`src/rtl/debounce_pkg.sv`:
```
// Shared types and width helpers for the button/switch debounce block.
// Latency: n/a (package only).
// Backpressure: n/a (package only).
//
// Contents:
//   db_state_t   per-channel debounce state
//   clog2_min1   counter width helper, never returns 0
//   TICK_W       prescaler width for the default tick divider
//   CNT_W        stable-counter width for the default stable tick count
package debounce_pkg;

  typedef enum logic [1:0] {
    RELEASED    = 2'd0,
    PRESS_CHK   = 2'd1,
    PRESSED     = 2'd2,
    RELEASE_CHK = 2'd3
  } db_state_t;

  localparam int unsigned DEF_TICK_DIV     = 50000;
  localparam int unsigned DEF_STABLE_TICKS = 10;

  // A counter over 0..n-1 needs $clog2(n) bits; keep at least one bit.
  function automatic int unsigned clog2_min1(input int unsigned n);
    return (n < 2) ? 1 : $clog2(n);
  endfunction

  localparam int unsigned TICK_W = clog2_min1(DEF_TICK_DIV);
  localparam int unsigned CNT_W  = clog2_min1(DEF_STABLE_TICKS);

endpackage

```
`src/rtl/debounce_ch.sv`:
```
// One debounce channel: state machine, stable-tick counter, registered outputs.
// Latency: output changes one Clk after the confirming tick edge.
// Backpressure: none; consumes s_i/tick_i every cycle.
//
// Ports:
//   Clk        system clock
//   Reset      asynchronous active-low reset
//   s_i        synchronised input, 1 = pressed
//   tick_i     shared time-base tick (one cycle wide)
//   level_o    debounced level, 1 = pressed
//   press_o    one-cycle pulse on accepted 0->1
//   release_o  one-cycle pulse on accepted 1->0
//   chk_o      channel is currently verifying a candidate level
module debounce_ch
  import debounce_pkg::*;
#(
  parameter int unsigned STABLE_TICKS = DEF_STABLE_TICKS
) (
  input  logic Clk,
  input  logic Reset,
  input  logic s_i,
  input  logic tick_i,
  output logic level_o,
  output logic press_o,
  output logic release_o,
  output logic chk_o
);

  localparam int unsigned     CW       = clog2_min1(STABLE_TICKS);
  localparam logic [CW-1:0]   CNT_LAST = CW'(STABLE_TICKS - 1);

  db_state_t     state_q, state_d;
  logic [CW-1:0] cnt_q, cnt_d;
  logic          level_q, level_d;
  logic          press_q, press_d;
  logic          release_q, release_d;

  always_ff @(posedge Clk or negedge Reset) begin
    if (!Reset) begin
      state_q   <= RELEASED;
      cnt_q     <= '0;
      level_q   <= 1'b0;
      press_q   <= 1'b0;
      release_q <= 1'b0;
    end else begin
      state_q   <= state_d;
      cnt_q     <= cnt_d;
      level_q   <= level_d;
      press_q   <= press_d;
      release_q <= release_d;
    end
  end

  // Entry into a CHK state ignores any tick in that same cycle; the counter
  // only starts counting on ticks that arrive while already checking.
  // An abort (s back to the old level) takes priority over a confirming tick.
  always_comb begin
    state_d   = state_q;
    cnt_d     = cnt_q;
    level_d   = level_q;
    press_d   = 1'b0;
    release_d = 1'b0;
    case (state_q)
      RELEASED: begin
        if (s_i) begin
          state_d = PRESS_CHK;
          cnt_d   = '0;
        end
      end
      PRESS_CHK: begin
        if (!s_i) begin
          state_d = RELEASED;
          cnt_d   = '0;
        end else if (tick_i) begin
          if (cnt_q == CNT_LAST) begin
            state_d = PRESSED;
            cnt_d   = '0;
            level_d = 1'b1;
            press_d = 1'b1;
          end else begin
            cnt_d = cnt_q + CW'(1);
          end
        end
      end
      PRESSED: begin
        if (!s_i) begin
          state_d = RELEASE_CHK;
          cnt_d   = '0;
        end
      end
      RELEASE_CHK: begin
        if (s_i) begin
          state_d = PRESSED;
          cnt_d   = '0;
        end else if (tick_i) begin
          if (cnt_q == CNT_LAST) begin
            state_d   = RELEASED;
            cnt_d     = '0;
            level_d   = 1'b0;
            release_d = 1'b1;
          end else begin
            cnt_d = cnt_q + CW'(1);
          end
        end
      end
      default: begin
        state_d = RELEASED;
        cnt_d   = '0;
      end
    endcase
  end

  assign level_o   = level_q;
  assign press_o   = press_q;
  assign release_o = release_q;
  assign chk_o     = (state_q == PRESS_CHK) || (state_q == RELEASE_CHK);

endmodule

```
`src/rtl/debounce_ctrl.sv`:
```
// Debounces N_CH raw buttons/switches into clean levels and press/release pulses.
// Latency: (STABLE_TICKS-1)*TICK_DIV+4 .. STABLE_TICKS*TICK_DIV+3 Clk from raw edge.
// Backpressure: none; pulses are single-cycle and must be consumed when seen.
//
// Ports:
//   Clk            system clock
//   Reset          asynchronous active-low reset
//   raw_in         asynchronous raw inputs (polarity set by ACTIVE_LOW_IN)
//   level_out      debounced level per channel, 1 = pressed
//   press_pulse    one-cycle pulse per channel on accepted press
//   release_pulse  one-cycle pulse per channel on accepted release
//   busy           any channel currently checking a candidate level
module debounce_ctrl
  import debounce_pkg::*;
#(
  parameter int unsigned N_CH          = 4,
  parameter int unsigned TICK_DIV      = DEF_TICK_DIV,
  parameter int unsigned STABLE_TICKS  = DEF_STABLE_TICKS,
  parameter bit          ACTIVE_LOW_IN = 1'b1
) (
  input  logic            Clk,
  input  logic            Reset,
  input  logic [N_CH-1:0] raw_in,
  output logic [N_CH-1:0] level_out,
  output logic [N_CH-1:0] press_pulse,
  output logic [N_CH-1:0] release_pulse,
  output logic            busy
);

  localparam int unsigned   TW         = clog2_min1(TICK_DIV);
  localparam logic [TW-1:0] PRESC_LAST = TW'(TICK_DIV - 1);

  // Free-running time base shared by all channels; channel activity never
  // restarts it, so tick phase relative to an input edge is arbitrary.
  logic [TW-1:0] presc_q, presc_d;
  logic          tick;

  assign tick    = (presc_q == PRESC_LAST);
  assign presc_d = tick ? '0 : presc_q + TW'(1);

  always_ff @(posedge Clk or negedge Reset) begin
    if (!Reset) begin
      presc_q <= '0;
    end else begin
      presc_q <= presc_d;
    end
  end

  logic [N_CH-1:0] chk;

  for (genvar i = 0; i < N_CH; i++) begin : g_ch
    // Synchroniser flops deliberately carry no reset; their content is
    // flushed within two clocks of the raw input settling.
    logic meta_q;
    logic sync_q;
    logic s;

    always_ff @(posedge Clk) begin
      meta_q <= raw_in[i];
      sync_q <= meta_q;
    end

    assign s = sync_q ^ ACTIVE_LOW_IN;

    debounce_ch #(
      .STABLE_TICKS (STABLE_TICKS)
    ) u_ch (
      .Clk       (Clk),
      .Reset     (Reset),
      .s_i       (s),
      .tick_i    (tick),
      .level_o   (level_out[i]),
      .press_o   (press_pulse[i]),
      .release_o (release_pulse[i]),
      .chk_o     (chk[i])
    );
  end

  assign busy = |chk;

endmodule
```
`config.mk`:
```
export PLATFORM = sky130hd
export DESIGN_NAME = debounce_ctrl
export DESIGN_NICKNAME = d
export VERILOG_FILES = /design/src/rtl/debounce_pkg.sv /design/src/rtl/debounce_ch.sv /design/src/rtl/debounce_ctrl.sv
export SDC_FILE = /design/constraint.sdc
export NUM_CORES = 1
export LEC_CHECK = 0
export ABC_CLOCK_PERIOD_IN_PS = 1740
export BUFFER_PORTS_ARGS = -buffer_cell sky130_fd_sc_hd__buf_4
export CORE_MARGIN = 5
export CORE_UTILIZATION = 54
export CTS_CLUSTER_DIAMETER = 40
export CTS_CLUSTER_SIZE = 12
export DETAILED_ROUTE_END_ITERATION = 6
export GPL_TIMING_DRIVEN = 0
export PLACE_DENSITY = 0.72
export REMOVE_ABC_BUFFERS = 1
export SLEW_MARGIN = 10
export SYNTH_ARGS = -nofsm -noshare
export SYNTH_HDL_FRONTEND = slang
export SYNTH_SLANG_ARGS = --single-unit
```
`constraint.sdc`:
```
create_clock -name Clk -period 1.74 [get_ports Clk]
set_input_delay 0.348 -clock Clk [delete_from_list [all_inputs] [get_ports Clk]]
set_output_delay 0.348 -clock Clk [all_outputs]
set_load 0.01 [all_outputs]
```
Word level (Yosys, flattened, before mapping)
Index checks and enable logic that the tools add are counted.
Word-level totals
  flip-flop bits (word level): 60
  output and inout port bits: 13
Cells by class
  equal/unequal tests: 65
  reduce and logical (&&, ||, !) cells: 25
  add/sub/neg operators: 5
  mux-type cells: 117
Operators with widths (number)
  $mux 4: 24
  $mux 2: 32
  $pmux 4 s4: 4
  $mux 1: 48
  $ne 2x2->1 const B: 24
  $pmux 2 s4: 4
  $reduce_and 7->1: 4
  $ne 3x2->1 const B: 8
  $ne 3x3->1 const B: 8
  $reduce_and 6->1: 4
  $add 16x1->16 const B: 1
  $add 4x1->4 const B: 4
  $eq 16x16->1 const B: 1
  $eq 2x2->1 const B: 8
  $eq 4x4->1 const B: 4
  $mux 16: 1
  $ne 2x1->1 const B: 8
  $eq 2x1->1 const B: 4
  $logic_not 2->1: 4
  $pmux 1 s2: 4
  $reduce_and 2->1: 4
  $reduce_bool 2->1: 4
  $logic_or 1x1->1: 4
  $reduce_or 4->1: 1

Longest topological paths before layout
  depth after elaboration: 5
  gate-level depth with buffers: 6

Hierarchy
From an unflattened synthesis, not the netlist that was laid out.
Unflattened totals
  cell total of the unflattened synthesis: 251
  area total of the unflattened synthesis: 2766.4 um^2
By module, submodules not included
  debounce_ch (g_ch[0].u_ch ...): area each 435.4 um^2, instances 3, cells an instance 41
  debounce_ctrl: area each 975.9 um^2, instances 1, cells an instance 82
  debounce_ch (g_ch[1].u_ch): area each 484.2 um^2, instances 1, cells an instance 46

Worst setup path after synthesis
OpenSTA, ideal clock, no wires.
  kind: register -> register
  from: register presc_q[0]
  to: register g_ch[0].u_ch.level_q
  stages on the path, launching flop included: 7
  required time: 1616 ps
  arrival: 1545 ps
  clock period less this slack: 1669 ps
  setup time: 124 ps
  setup slack: 71 ps
  cells stage by stage: dfrtp_1 ha_1 and3_1 and4_4 buf_6 nand3_4 a211o_1
Between the ends
  word-level cells in the longest chain between the ends: 3
RTL lines
  from (decl): RTL line debounce_ctrl.sv:35  | logic [TW-1:0] presc_q, presc_d;
  from (signal assigned): RTL line debounce_ctrl.sv:45  | presc_q <= presc_d;
  $eq 16x16->1 *: RTL line debounce_ctrl.sv:38  | assign tick = (presc_q == PRESC_LAST);
  $ne 2x2->1 (no source line)
  $reduce_and 7->1 (no source line) *
  to (signal assigned): RTL line debounce_ch.sv:48  | level_q <= level_d;
  to (decl): RTL line debounce_ch.sv:34  | logic level_q, level_d;
Every way passes the cells marked *; elsewhere a longest branch is shown, timed or not.
A chain may end at the register's enable or synchronous reset.

Worst setup path after layout
  from: register g_ch[2].u_ch.state_q[0]
  to: output port busy
Between the ends
  word-level cells in the longest chain between the ends: 3
RTL lines
  from (decl): RTL line debounce_ch.sv:32  | db_state_t state_q, state_d;
  from (signal assigned): RTL line debounce_ch.sv:46  | state_q <= state_d;
  $eq 2x1->1 / $eq 2x2->1 (equally long branches): RTL line debounce_ch.sv:116  | assign chk_o = (state_q == PRESS_CHK) || (state_q == RELEASE_CHK);
  $logic_or 1x1->1 *: RTL line debounce_ch.sv:116
  $reduce_or 4->1 *: RTL line debounce_ctrl.sv:79  | assign busy = |chk;
  to (decl): RTL line debounce_ctrl.sv:27  | output logic busy
Marks and branches as above.

==> impl_metrics.env <==
export IMPL_wl_per_cell_um=16.5
export IMPL_max_cap_viol_count=0
export IMPL_cts_sinks=60
export IMPL_ys_warn_count=0
export IMPL_synth_distinct_cells=45
export IMPL_crit_path_end_kind="output port"
export IMPL_wirelength_mm=6.39
export IMPL_grt_antenna_before_repair=0
export IMPL_postSynthAreaPerCell_um2=10.5
export IMPL_syn2layout_area_growth_pct=24.2
export IMPL_failed_checks="negative setup slack"
export IMPL_htreeDepth=3
export IMPL_power_density_mw_per_mm2=726
export IMPL_ys_seq_area_share_pct=50.6
export IMPL_p_clk_share_pct=42.3
export IMPL_ys_flop_type="dfrtp_1"
export IMPL_cts_tree="built"
export IMPL_yosysTopAreaCell="dfrtp_1"
export IMPL_fin_crit_ns=1.75
export IMPL_cp_slowest_cell="or4_4"
export IMPL_hold_path_class="input port to async pin"
export IMPL_final_util_pct=69.8
export IMPL_core_area_mm2=0.00514
export IMPL_fp_dieH_um=83.1
export IMPL_power_frac_comb_pct=3.1
export IMPL_fmax_ghz=0.570
export IMPL_setup_viol=3
export IMPL_fin_setup_tns_ns=-0.0217
export IMPL_grt_pass1_vias=2229
export IMPL_fillers=382
export IMPL_max_stage_delay_ns=0.54
export IMPL_die_x_um=83.1
export IMPL_dr_pass1_iters=4
export IMPL_critPathTopFamily="simple AND/OR/NAND/NOR gates"
export IMPL_path_class="flip-flop to output port"
export IMPL_cp_start_kind="flip-flop"
export IMPL_via_per_inst=5.75
export IMPL_maxSlewHeadroom_pct=56.5
export IMPL_switching_share_pct=22.2
export IMPL_timing_final_crit_share_pct=101
export IMPL_io_buffers=18
export IMPL_grt_max_degree=53
export IMPL_synth_common_cells="dfrtp_1 (52), nand2_1 (24), nor2_1 (18)"
export IMPL_hold_viol_final=0
export IMPL_report_power_total_mw=2.61
export IMPL_synth_top_area_share_pct=45.1
export IMPL_switching_power_uw=580
export IMPL_cellLeakagePower_nw=1.59
export IMPL_final_max_slew_viol_count=0
export IMPL_cts_root_buf="clkbuf_8"
export IMPL_drtAntennaViolNets=0
export IMPL_synth_area_top_cells="dfrtp_1 (45%), dfxtp_1 (5.5%), ha_1 (3.9%)"
export IMPL_ys_seq_elements=60
export IMPL_dieArea_mm2=0.00691
export IMPL_grt_overflow=0
export IMPL_grt_usage_pct=19.3
export IMPL_drtIter0Drc=232
export IMPL_pin_count=19
export IMPL_antenna_cells=0
export IMPL_skew_ns=0.00951
export IMPL_ir_drop_v=0.000628
export IMPL_synth_edf_count=0
export IMPL_vias=2231
export IMPL_drc_errors=0
export IMPL_pwr_share_seq_pct=54.6
export IMPL_pre_cts_ws_ns=-0.636
export IMPL_synth_most_common_cell="dfrtp_1"
export IMPL_fin_nets=328
export IMPL_status="finished with violations"
export IMPL_grt_pass1_wl_mm=10.8
export IMPL_cp_max_fo=2
export IMPL_synthArstFlopShare_pct=86.7
export IMPL_rsz0062_at_grt="yes"
export IMPL_synth_area_mm2=0.00289
export IMPL_worstPathRequired_ns=1.39
export IMPL_worstPathArrival_ns=1.41
export IMPL_gp_congestion=0.760
export IMPL_postLayoutSetupSlackWorst_ns=-0.0144
export IMPL_cts_buffers_inserted=9
export IMPL_crit_chain="or4_4 > buf_6"
export IMPL_synthCells=274
export IMPL_crit_buf_inv=1
export IMPL_clk_latency_ns=0.33
export IMPL_intPower_mw=2.03
export IMPL_rows=26
export IMPL_worstMarginPinSlew_ns=0.652
export IMPL_clk_pin_slew_ns=0.06
export IMPL_clk_path_buf_depth=2
export IMPL_hpwl_mm=3.41
export IMPL_layout_drive_gt1_share_pct=30.2
export IMPL_start_util_pct=56.2
-- final cells by class --
type | count | area (µm²) | share of cell area [%]
flip-flops and latches | 60 | 1470 | 41.1
well taps | 70 | 87.6 | 2.44
inverters | 10 | 37.5 | 1.05
repair buffers | 40 | 312 | 8.69
clock inverters | 2 | 10.0 | 0.279
clock buffers | 14 | 163 | 4.53
multi-input cells | 192 | 1510 | 42.0
-- sequential cells by signal (all words and copies together), names as in the netlist, named ones only --
name and cells:
g_ch.meta_q 4, g_ch.u_ch.cnt_q 16, presc_q 16, g_ch.u_ch.state_q 4, g_ch.sync_q 4, g_ch.u_ch.press_o 4
g_ch.u_ch.release_o 4, g_ch.u_ch.level_o 4
-- cell families after synthesis --
logic type | share of synthesized area, %
xor gates and xnor gates | 4.85
adders and majority gates | 3.90
AOI/OAI and AO/OA | 11.4
buffers and inverters | 5.07
muxes | 0.693
and+or+nand+nor | 23.4
DFF | 50.6
-- placed cells by master (no fill, tap or decap), types with 5 or more instances in the layout --
cell type and instances:
dfxtp_1 8, dfrtp_2 9, buf_4 37, nand4_1 6, o21ai_0 9, xor2_1 7, nand2_1 24, nand4_4 5
ha_1 8, dfrtp_1 43, clkbuf_8 11, xnor2_1 9, inv_1 10, nand3_1 13, o21ai_1 9, and2_1 8
nor2_1 17
-- metal layers --
| metal | routed length, µm | vias up | GRT usage [%] |
|---|---|---|---|
| met1 | 2910 | 1092 | 25.7 |
| li1 | - | 1072 | - |
| met3 | 294 | 11 | 4.06 |
| met5 | 0 | - | 0 |
| met2 | 3100 | 56 | 30.3 |
| met4 | 89 | 0 | 8.77 |
-- power by group through the flow --
stage	combinational, mW	sequential, mW	clock [mW]
floorplan	0.0255	1.45	0
global placement	0.0645	1.45	0
detailed placement	0.0650	1.45	0
CTS	0.0781	1.42	1.12
global route	0.0922	1.42	1.19
finish	0.0810	1.42	1.10
-- metrics by stage --
stage | std cells | cell area (µm²) | hold slack, ns
after detailed placement | 347 | 3000 | 0.313
final | 388 | 3590 | 0.0437
after floorplan | 259 | 2780 | 0.0524
after CTS | 381 | 3470 | 0.0750
after global placement | 347 | 3000 | 0.310
after global routing | 388 | 3590 | 0.104
-- worst paths after layout --
kind / from / end / slack [ns] / cells past startpoint
worst max-delay path: g_ch[2].u_ch.state_q[0]$_DFFE_PN0P_ / busy / -0.01 / 2
worst min-delay path: Reset / g_ch[2].u_ch.cnt_q[0]$_DFFE_PN0P_ / 0.04 / 1
worst max register to register: presc_q[1]$_DFF_PN0_ / presc_q[10]$_DFF_PN0_ / -0.01 / 6
worst min register to register: g_ch[1].meta_q$_DFF_P_ / g_ch[1].sync_q$_DFF_P_ / 0.33 / 0
max in group asynchronous: Reset / g_ch[0].u_ch.state_q[0]$_DFFE_PN0P_ / 1.22 / 1
min in group Clk: raw_in[0] / g_ch[0].meta_q$_DFF_P_ / 0.12 / 1
-- timing repair --
| item | CTS | global route |
|---|---|---|
| gates resized for setup | 29 | 19 |
| pin swaps | 7 | 19 |
| hold buffers | 0 | 0 |
| buffers inserted | 15 | 7 |
| gates cloned | 3 | 0 |
| setup endpoints to repair | 32 | 27 |
No activity file was read; power rests on OpenSTA's default activity.
